### src/rtl/ifetch_queue_pkg.sv
// Shared fetch-stage constants: instruction step, alignment and default boot address.
// Pure definitions; no logic, no timing.
package ifetch_queue_pkg;

    localparam int          PC_STEP          = 4;
    localparam int          INST_ALIGN_BITS  = 2;
    localparam logic [31:0] DEFAULT_RESET_PC = 32'h0000_0000;

    // Occupancy counters need one extra bit so a full queue is distinguishable from empty.
    function automatic int cnt_width(input int depth);
        return $clog2(depth) + 1;
    endfunction

endpackage

### src/rtl/ifetch_queue_fetch_fifo.sv
// Pointer-based FIFO with sync flush and occupancy count; head read is combinational.
// Push becomes visible at the head one edge later; caller must never push when full or pop when empty.
module fetch_fifo
    import ifetch_queue_pkg::*;
#(
    parameter int WIDTH = 64,
    parameter int DEPTH = 4
) (
    input  logic                     clk,
    input  logic                     rst_n,
    input  logic                     push_i,
    input  logic [WIDTH-1:0]         push_dat_i,
    input  logic                     pop_i,
    input  logic                     flush_i,
    output logic [WIDTH-1:0]         head_dat_o,
    output logic [$clog2(DEPTH):0]   count_o
);

    localparam int PW = $clog2(DEPTH);
    localparam int CW = cnt_width(DEPTH);

    logic [WIDTH-1:0] mem_q [DEPTH];
    logic [PW-1:0]    wr_ptr_q, wr_ptr_d;
    logic [PW-1:0]    rd_ptr_q, rd_ptr_d;
    logic [CW-1:0]    count_q, count_d;

    always_comb begin
        wr_ptr_d = wr_ptr_q;
        rd_ptr_d = rd_ptr_q;
        count_d  = count_q;
        if (flush_i) begin
            wr_ptr_d = '0;
            rd_ptr_d = '0;
            count_d  = '0;
        end else begin
            if (push_i) wr_ptr_d = wr_ptr_q + PW'(1);
            if (pop_i)  rd_ptr_d = rd_ptr_q + PW'(1);
            count_d = count_q + CW'(push_i) - CW'(pop_i);
        end
    end

    always_ff @(posedge clk or negedge rst_n) begin
        if (!rst_n) begin
            wr_ptr_q <= '0;
            rd_ptr_q <= '0;
            count_q  <= '0;
        end else begin
            wr_ptr_q <= wr_ptr_d;
            rd_ptr_q <= rd_ptr_d;
            count_q  <= count_d;
        end
    end

    // Storage needs no reset: the head is only consumed while count is non-zero.
    always_ff @(posedge clk) begin
        if (push_i && !flush_i) mem_q[wr_ptr_q] <= push_dat_i;
    end

    assign head_dat_o = mem_q[rd_ptr_q];
    assign count_o    = count_q;

endmodule

### src/rtl/ifetch_queue.sv
// Sequential PC generator feeding a fixed one-cycle instruction memory into a decoupling queue.
// Request to head-valid takes two edges; requests stall on queue credit, redirects flush everything.
module ifetch_queue
    import ifetch_queue_pkg::*;
#(
    parameter int               XLEN     = 32,
    parameter logic [XLEN-1:0]  RESET_PC = XLEN'(DEFAULT_RESET_PC),
    parameter int               FQ_DEPTH = 4
) (
    input  logic                      clk,
    input  logic                      rst_n,
    input  logic                      redirect_valid,
    input  logic [XLEN-1:0]           redirect_pc,
    output logic                      imem_req,
    output logic [XLEN-1:0]           imem_addr,
    input  logic [XLEN-1:0]           imem_rdata,
    output logic                      inst_valid,
    input  logic                      inst_ready,
    output logic [XLEN-1:0]           inst,
    output logic [XLEN-1:0]           inst_pc,
    output logic [$clog2(FQ_DEPTH):0] fq_count
);

    localparam int              CW         = cnt_width(FQ_DEPTH);
    localparam logic [XLEN-1:0] ALIGN_MASK = XLEN'((1 << INST_ALIGN_BITS) - 1);

    logic [XLEN-1:0]   fetch_pc_q, fetch_pc_d;
    logic [XLEN-1:0]   inflight_pc_q, inflight_pc_d;
    logic              inflight_q, inflight_d;
    logic              kill_q, kill_d;

    logic [CW:0]       credit_used;
    logic              fq_push;
    logic              fq_pop;
    logic [2*XLEN-1:0] fq_head_dat;
    logic [XLEN-1:0]   redirect_tgt;

    // An outstanding fetch already owns a slot, so it is counted against the queue depth.
    assign credit_used  = {1'b0, fq_count} + {{CW{1'b0}}, inflight_q};
    assign imem_req     = rst_n && !redirect_valid && (credit_used < (CW+1)'(FQ_DEPTH));
    assign imem_addr    = fetch_pc_q;
    assign redirect_tgt = redirect_pc & ~ALIGN_MASK;

    assign fq_push    = inflight_q && !kill_q && !redirect_valid;
    assign fq_pop     = inst_valid && inst_ready && !redirect_valid;

    always_comb begin
        fetch_pc_d    = fetch_pc_q;
        inflight_pc_d = inflight_pc_q;
        inflight_d    = imem_req;
        kill_d        = redirect_valid && inflight_q;
        if (redirect_valid) begin
            fetch_pc_d = redirect_tgt;
        end else if (imem_req) begin
            fetch_pc_d    = fetch_pc_q + XLEN'(PC_STEP);
            inflight_pc_d = fetch_pc_q;
        end
    end

    always_ff @(posedge clk or negedge rst_n) begin
        if (!rst_n) begin
            fetch_pc_q    <= RESET_PC;
            inflight_pc_q <= '0;
            inflight_q    <= 1'b0;
            kill_q        <= 1'b0;
        end else begin
            fetch_pc_q    <= fetch_pc_d;
            inflight_pc_q <= inflight_pc_d;
            inflight_q    <= inflight_d;
            kill_q        <= kill_d;
        end
    end

    fetch_fifo #(
        .WIDTH (2*XLEN),
        .DEPTH (FQ_DEPTH)
    ) u_fetch_fifo (
        .clk        (clk),
        .rst_n      (rst_n),
        .push_i     (fq_push),
        .push_dat_i ({inflight_pc_q, imem_rdata}),
        .pop_i      (fq_pop),
        .flush_i    (redirect_valid),
        .head_dat_o (fq_head_dat),
        .count_o    (fq_count)
    );

    assign inst_valid = (fq_count != '0);
    assign inst       = inst_valid ? fq_head_dat[XLEN-1:0]      : '0;
    assign inst_pc    = inst_valid ? fq_head_dat[2*XLEN-1:XLEN] : '0;

endmodule

### config.mk
export PLATFORM = sky130hd
export DESIGN_NAME = ifetch_queue
export DESIGN_NICKNAME = d
export VERILOG_FILES = /design/src/rtl/ifetch_queue_pkg.sv /design/src/rtl/ifetch_queue_fetch_fifo.sv /design/src/rtl/ifetch_queue.sv
export SDC_FILE = /design/constraint.sdc
export NUM_CORES = 1
export LEC_CHECK = 0
export CAP_MARGIN = 10
export CORE_MARGIN = 2
export CORE_UTILIZATION = 32
export CTS_CLUSTER_DIAMETER = 150
export DETAILED_ROUTE_END_ITERATION = 6
export PLACE_DENSITY = 0.55
export SYNTH_ARGS = -nofsm -noshare
export SYNTH_HDL_FRONTEND = slang
export SYNTH_SLANG_ARGS = --single-unit
### constraint.sdc
create_clock -name clk -period 4.5 [get_ports clk]
set_input_delay 0.675 -clock clk [delete_from_list [all_inputs] [get_ports clk]]
set_output_delay 0.675 -clock clk [all_outputs]
set_load 0.01 [all_outputs]
======== Word-level counts from Yosys, hierarchy flattened ========
Memory sizes are Yosys's and may differ from the RTL's.
Cells that the tools add are included.
W data, S select, Z words.
cells by class
  mux-type cells .......................... 11
  order comparisons ....................... 1
  reductions and logical operators ........ 15
  $add $sub $neg .......................... 6
  bitwise gates (word level) .............. 1
operators with widths
  kind                     count
  $mux W32                 4
  $add A32 B3 Y32 const B  1
  $logic_and A1 B1 Y1      8
  $mux W2                  4
  $reduce_bool A2 Y1       3
  $add A2 B1 Y2 const B    2
  $add A3 B1 Y4            1
  $lt A4 B3 Y1 const B     1
  $add A3 B1 Y3            1
  $mux W3                  1
  $reduce_bool A3 Y1       1
  $sub A3 B1 Y3            1
  $logic_not A1 Y1         2
  $mux W1                  2
  $reduce_and A2 Y1        1
  $not A1 Y1               1
word-level totals
  output and inout port bits .............. 101
  register bits after elaboration ......... 73
  memories ................................ 1
  bits in writable memories ............... 256
  input port bits ......................... 68
memories
  name                depth  bits a word  read ports  clocked after Yosys merged registers in  wr ports  line                           text
  u_fetch_fifo.mem_q  4      64           1           0                                        1         ifetch_queue_fetch_fifo.sv:22  logic [WIDTH-1:0] mem_q [DEPTH];

======== Logic depth before layout (Yosys ltp) ========
Gate-level depths: netlist of the first run.
  word-level depth ........................ 6
  gate-level depth with buffers ........... 11

======== By module ========
A second synthesis of the first run with hierarchy kept.
unflattened totals
  cells, all modules ...................... 789
  area total of the unflattened synthesis .. 13157.6 sq um
by module, submodules not included
  module        area an instance (sq um)  instances  seq. area each (sq um)  cells an instance
  fetch_fifo    9688.0                    1          7862.5                  372
  ifetch_queue  3469.6                    1          1551.5                  417

======== Least setup slack after synthesis of the first run ========
OpenSTA, ideal clock, no wires.
  path type ............................... input -> register
  start point ............................. input port redirect_valid
  end point ............................... memory u_fetch_fifo.mem_q[0][0], enable pin
  path buffers ............................ 1
  path slack .............................. 1.490 ns
  required time ........................... 4.073 ns
  data arrival time ....................... 2.583 ns
  stages on the path ...................... 3
  cell sequence ........................... clkinv_1 clkbuf_1 and3_1
on the way
  word-level cells in the longest chain between the ends .. 5
RTL lines
  item                             line                                               text
  start, declared                  ifetch_queue.sv:12                                 input logic redirect_valid,
  $logic_not A1 Y1 *               ifetch_queue_fetch_fifo.sv:56, ifetch_queue.sv:44
  $logic_and A1 B1 Y1              ifetch_queue.sv:44                                 assign fq_push = inflight_q && !kill_q && !redirect_valid;
  $logic_and A1 B1 Y1 *            ifetch_queue_fetch_fifo.sv:56                      if (push_i && !flush_i) mem_q[wr_ptr_q] <= push_dat_i;
  $mux W1 *                        ifetch_queue_fetch_fifo.sv:56
  $mux W1 (not written as such) *  ifetch_queue_fetch_fifo.sv:56
  end, declared                    ifetch_queue_fetch_fifo.sv:22
Mark *: on every way between the ends. The rest lies on a longest branch, timed or not.

======== Worst setup path after layout of the first run ========
  start point ............................. register u_fetch_fifo.rd_ptr_q[0]
  end point ............................... output port inst[15]
on the way
  word-level cells in the longest chain between the ends .. 2
RTL lines
  item                    line                           text
  start, declared         ifetch_queue_fetch_fifo.sv:24  logic [PW-1:0] rd_ptr_q, rd_ptr_d;
  start signal, assigned  ifetch_queue_fetch_fifo.sv:49  rd_ptr_q <= rd_ptr_d;
  $mem_v2 Z4 W64          -
  $mux W32                ifetch_queue.sv:89             assign inst = inst_valid ? fq_head_dat[XLEN-1:0] : '0;
  end, declared           ifetch_queue.sv:19             output logic [XLEN-1:0] inst,
Every way passes these cells.

==> impl_metrics.toml, run 1 <==
[status]
status = "finished clean"

[critical_path]
cpMaxStageDelayCell = "dfrtp_4"
reg2reg_to = "u_fetch_fifo.count_o[2]"
r2r_setup_slack_ns = 1.68
arrival_ns = 2.97
crit_chain = "buf_4, mux4_2, and2_1, clkdlybuf4s50_1"
cp_max_fo = 28
criticalPathCategory = "reg -> out"
worstPathRequired_ns = 3.83
worstSetupEndpointType = "primary output"
start_kind = "flop"
r2r_start = "u_fetch_fifo.count_o[1]"
rr_worst_depth = 10
max_stage_delay_ns = 0.85

[power]
p_comb_frac = 0.245
seqPwrFrac = 0.429
swShare = 0.269
max-vdd-ir-drop_mv = 0.216
p_leak_nw = 5.43
p_switching_w = 0.00239
powerDensity_nw_per_um2 = 552
p_int_w = 0.00652
clockPowerShare = 0.326

[cts]
cts_tree = "built"
path_clk_slew_ns = 0.06
holdBufCountCts = 0
cts.sinks = 317
cts_inserted_buffers = 36
clkLatencyLatePin_ns = 0.53
ctsLongestPathBuffers = 3
cts-root-buf = "clkbuf_16"
post_cts_buffers = 0
htree_levels = 2
post_cts_resized = 0

[global_routing]
antenna_found_initial = 2
grt_usage = 0.143
grt_most_used_layer = "met2"
grt_use_met2 = 0.229
grt_overflow = 0
gr-usage-met3 = 0.0337
grt_pass1_wl_mm = 44.4
grt_pass1_vias = 7182
grt_max_degree = 56
met1_usage = 0.196

[timing]
final.min_clock_period_ns = 3.64
fin_skew_ns = 0.0173
rsz0062_at_grt = "no"
fin_crit_sh = 0.810
hold_viol = 0
setup-tns-final_ns = 0
finalSetupViolations = 0
max_freq_mhz = 274
slew_viol_final = 0
maxSlewHeadroom = 0.381
worst_pin_slew_ns = 0.929

[hold_path]
hp-class = "in -> async"

[synthesis]
yosys.area_share.adder = 0.00945
synth_top_cell_area_share = 0.586
synth_edf_count = 248
synth_mux_area_frac = 0.139
synth_cell_type_count = 39
ys_ff_latch = 317
synth_most_common_cell = "edfxtp_1"
syn_inst = 706
yosys.area_share.simple = 0.0759
dominantRegCellSynth = "edfxtp_1"
syn-mean-instance-area_sq_um = 18.0
synth_compound_area_frac = 0.0168
synth_xor_area_frac = 0.0193
ys_seq_area_frac = 0.722
async_flop_share = 0.218
synth_common_cells = "edfxtp_1 (248), dfrtp_1 (69), and2_1 (66)"
yosys-top-cells-area = "edfxtp_1 (59%), dfrtp_1 (14%), mux4_2 (11%), and2_1 (3.2%), mux2_2 (2.8%)"
synth_top_family_by_area = "multiplexers"
synthesis.area_sq_um = 12700
synth_largest_area_cell = "edfxtp_1"
yosys_warnings = 0

[die]
die-area_sq_um = 41300
start_util = 0.322
rows = 73
die_x_um = 203
boundaryPins = 169
die_h_um = 203
core_area_sq_um = 39500

[cells_and_area]
fillCellCount = 3648
antenna_cells = 0
nNetsFinal = 963
final_cells = 1438
area_delta_synth_final_pct = 27.1
drive_above_1_share = 0.193

[routing]
viasPerCell = 4.72
final_antenna_net_count = 0
vias = 6784
drtPass1Iterations = 6
drc_errors = 0
drtIter0Drc = 284
wire_per_inst_um = 20.3
totalWireLength_mm = 29.2

[place]
hpwlAfterDp_mm = 17.4
routabilityCongestion = 0.759
port_buffers = 162
placed_cells = 1373

[job]
maxCapViolCount = 0
## through the flow
stage | power, W | utilization | setup slack [ns] | instance area, sq um | hold slack, ns
after floorplan | 0.00494 | - | 1.49 | 12700 | 0.379
after global placement | 0.00612 | 0.380 | 1.31 | 15000 | 0.493
after CTS | 0.00908 | 0.409 | 0.753 | 16200 | 0.113
final | 0.00892 | 0.409 | 0.855 | 16200 | 0.115
after detailed placement | 0.00614 | 0.380 | 1.32 | 15000 | 0.507
after global routing | 0.00937 | 0.409 | 0.647 | 16200 | 0.144
## worst max-delay path by stage
stage                                   from                       end  slack [ns]  depth (start not counted)
floorplan                     redirect_valid  u_fetch_fifo.mem_q[0][0]        1.49                          3
global placement    u_fetch_fifo.rd_ptr_q[0]                inst_pc[3]        1.31                          4
detailed placement  u_fetch_fifo.rd_ptr_q[0]                inst_pc[3]        1.32                          4
CTS                 u_fetch_fifo.rd_ptr_q[0]                inst_pc[3]        0.75                          4
global route        u_fetch_fifo.rd_ptr_q[0]                  inst[12]        0.65                          4
finish              u_fetch_fifo.rd_ptr_q[0]                  inst[15]        0.86                          4
## power groups by stage
stage | Sequential (W) | Clock, W | Combinational [W]
floorplan | 0.00373 | 0 | 0.00122
global placement | 0.00388 | 0 | 0.00224
detailed placement | 0.00390 | 0 | 0.00225
CTS | 0.00384 | 0.00299 | 0.00226
global route | 0.00388 | 0.00311 | 0.00238
finish | 0.00382 | 0.00290 | 0.00219
## cell families (layout without fill, tap and decap cells)
| kind of cell | after synthesis | count (layout) |
|---|---|---|
| buf+inv | 52 | 256 |
| compound gates | 36 | 36 |
| other cells | 1 | 4 |
| simple gates | 168 | 168 |
| flops | 317 | 317 |
| xor+xnor | 28 | 28 |
| mux | 95 | 95 |
| fa+ha+maj | 9 | 9 |
## layer usage
metal,up-vias,wire length [um],share of wire
li1,3074,-,-
met1,3482,13200,0.45
met2,174,13500,0.46
met3,52,1770,0.061
met4,2,612,0.021
met5,-,16,0.00055
## critical path: cells and delay by family, from the launching register on
family                 cells  cell delay, ns
DFF                        1            0.85
muxes                      1            0.54
and+or+nand+nor            1            0.18
buffers and inverters      2            0.86
## cells in the final DEF, fill, tap and decap left out, types with 4 or more instances in the layout
cell / count
a31oi_1: 5
and2_1: 66
and3_1: 4
and3_4: 4
buf_4: 17
bufinv_16: 4
clkbuf_1: 13
clkbuf_16: 37
clkdlybuf4s50_1: 160
clkinv_1: 4
conb_1: 4
dfrtp_1: 67
edfxtp_1: 248
ha_1: 8
inv_1: 11
mux2_2: 32
mux4_2: 62
nand2_1: 31
nand3_1: 8
nand4_1: 19
nor2_1: 17
o21ai_0: 28
or3_1: 5
xnor2_1: 9
xor2_1: 19
## registers in the layout, summed over array words and instances, names as in the netlist
register / flops
kill_q: 1
u_fetch_fifo.rd_ptr_q: 2
u_fetch_fifo.mem_q: 248
inflight_pc_q: 30
inflight_q: 1
u_fetch_fifo.wr_ptr_q: 2
imem_addr: 30
u_fetch_fifo.count_o: 3
## final cells by class
cell class | instances | area [sq um] | area share
timing repair buffer | 179 | 1750 | 0.109
multi-input combinational | 340 | 3350 | 0.207
clock inverter | 14 | 179 | 0.0111
clock buffer | 51 | 988 | 0.0612
sequential | 317 | 9180 | 0.568
tap | 525 | 657 | 0.0407
inverter | 12 | 45.0 | 0.00279
No activity file was read; power rests on OpenSTA's default activity.
==> inputs of run 2 (changes only) <==
--- a/config.mk
+++ b/config.mk
@@ -10,7 +10,7 @@
 export CORE_UTILIZATION = 32
 export CTS_CLUSTER_DIAMETER = 150
 export DETAILED_ROUTE_END_ITERATION = 6
-export PLACE_DENSITY = 0.55
+export PLACE_DENSITY = 0.57
 export SYNTH_ARGS = -nofsm -noshare
 export SYNTH_HDL_FRONTEND = slang
 export SYNTH_SLANG_ARGS = --single-unit
==> constraint.sdc (replaced) <==
create_clock -name clk -period 3.2 [get_ports clk]
set_input_delay 0.48 -clock clk [delete_from_list [all_inputs] [get_ports clk]]
set_output_delay 0.48 -clock clk [all_outputs]
set_load 0.01 [all_outputs]
==> run 2 against run 1 <==
Critical path depth is the same. Final cell count grew 0.83%. Die area is the same. Utilization grew 0.53 points. Register-to-register slack lost 0.90 ns. Critical path type unchanged. Critical endpoint is now inst_pc[18]. Highest routed layer unchanged.
==> impl_metrics.toml, run 2 (same netlist as run 1, synthesis figures left out) <==
[place]
postPlaceCellArea_sq_um = 15100
hpwlAfterDp_mm = 18.0
routabilityCongestion = 0.770
port_buffers = 162

[power]
powerDensity_nw_per_um2 = 766
max-vdd-ir-drop_mv = 0.308
p_comb_frac = 0.271
p_switching_w = 0.00335
clockPowerShare = 0.308
swShare = 0.267
p_leak_nw = 5.51
seqPwrFrac = 0.421
p_int_w = 0.00918

[cts]
cts_tree = "built"
clkLatencyLatePin_ns = 0.51
htree_levels = 2
cts_inserted_buffers = 35
cts-root-buf = "clkbuf_16"
ctsLongestPathBuffers = 3
cts.sinks = 317
path_clk_slew_ns = 0.06

[global_routing]
grt_use_met2 = 0.228
antenna_found_initial = 1
grt_pass1_wl_mm = 43.9
grt_overflow = 0
grt_most_used_layer = "met2"
grt_max_degree = 65
gr-usage-met3 = 0.0328
grt_pass1_vias = 7358
met1_usage = 0.191
grt_usage = 0.141

[die]
rows = 73
die_x_um = 203
die-area_sq_um = 41300
boundaryPins = 169
core_area_sq_um = 39500
start_util = 0.322
die_h_um = 203

[critical_path]
criticalPathCategory = "reg -> out"
reg2reg_to = "imem_addr[31]"
max_stage_delay_ns = 0.74
start_kind = "flop"
critical-path-top-delay-family = "buffers and inverters"
cp-startpoint = "u_fetch_fifo.rd_ptr_q[1]"
cpMaxStageDelayCell = "dfrtp_4"
r2r_start = "u_fetch_fifo.count_o[1]"
crit_chain = "buf_4, mux4_2, and2_1, clkdlybuf4s50_1"
path_buf_inv = 2
rr_worst_depth = 7
cp_max_fo = 23
worstSetupEndpointType = "primary output"
arrival_ns = 2.56
r2r_setup_slack_ns = 0.78
worstPathRequired_ns = 2.72

[routing]
vias = 6837
drtPass1Iterations = 6
final_antenna_net_count = 0
viasPerCell = 4.72
totalWireLength_mm = 28.8
wire_per_inst_um = 19.8
drc_errors = 0
drtIter0Drc = 284

[timing]
finalSetupViolations = 0
rsz0062_at_grt = "no"
worst_pin_slew_ns = 0.864
final.min_clock_period_ns = 3.04
setup-tns-final_ns = 0
fin_crit_sh = 0.949
fin_skew_ns = 0.0143
hold_viol = 0
max_freq_mhz = 329
maxSlewHeadroom = 0.424
slew_viol_final = 0
hold_slack_ns = 0.391

[hold_path]
hp-start = "redirect_valid"
hp-class = "in -> reg"
hold_depth = 3
hold_end = "imem_addr[8]"

[cells_and_area]
final_cell_mix = "edfxtp_1 (248), clkdlybuf4s50_1 (160), dfrtp_1 (67), and2_1 (66), mux4_2 (62)"
drive_above_1_share = 0.205
largest_register_ffs = 248
regMostFlops = "u_fetch_fifo.mem_q"
antenna_cells = 0
final_common_cell = "edfxtp_1"
area_delta_synth_final_pct = 28.7
fin_area_sq_um = 16400
nNetsFinal = 976

[job]
maxCapViolCount = 0

[status]
status = "finished clean"
==> run 2: cell type report <==
| class | instances | area (sq um) |
|---|---|---|
| Multi-Input combinational cell | 340 | 3350 |
| Tap cell | 525 | 657 |
| Sequential cell | 317 | 9180 |
| Timing Repair Buffer | 193 | 2020 |
| Fill cell | 3581 | 23100 |
| Clock inverter | 14 | 135 |
| Inverter | 12 | 45.0 |
| Clock buffer | 49 | 981 |
==> run 2: how the worst max path moves through the flow <==
stage	to	cells after the start
6_report	inst_pc[18]	4
4_1_cts	inst_pc[2]	4
2_1_floorplan	u_fetch_fifo.mem_q[0][0]	3
3_5_place_dp	inst_pc[24]	4
3_3_place_gp	inst_pc[24]	4
5_1_grt	inst_pc[21]	4
==> run 2: through the flow <==
stage	utilization	total power, W	setup slack [ns]	instances
finish	0.415	0.0125	0.163	1450
global route	0.415	0.0132	0.0506	1450
CTS	0.415	0.0128	0.0497	1450
detailed placement	0.384	0.00873	0.450	1381
global placement	0.384	0.00869	0.454	1381
floorplan	-	0.00695	0.385	709
==> run 2: worst register-to-register path, delay by kind of cell, from the launching register on <==
kind	cells	cell delay, ns
AO/OA/AOI/OAI	3	0.66
AND/OR/NAND/NOR	2	0.62
flip-flops	1	0.46
buffers and inverters	1	0.37
adder cells (fa/ha/maj)	1	0.25
==> run 2: what timing repair did <==
action / CTS / global route
setup endpoints to repair: 32 / 5
pin swaps: 0 / 0
hold endpoints to repair: 5 / 0
resized for setup: 0 / 1
hold buffers: 1 / 0
setup buffers: 5 / 0
==> run 2: power groups by stage <==
stage                     registers [W]  logic, W  clock network, W
after global routing            0.00534   0.00368           0.00414
after floorplan                 0.00524   0.00171                 0
final                           0.00527   0.00339           0.00386
after global placement          0.00540   0.00329                 0
after CTS                       0.00528   0.00348           0.00400
after detailed placement        0.00543   0.00330                 0
==> run 2: routing by layer <==
metal / vias to the layer above / part of all wire
met4: 2 / 0.019
met1: 3519 / 0.46
met5: - / 0.00045
li1: 3097 / -
met3: 42 / 0.054
met2: 177 / 0.47
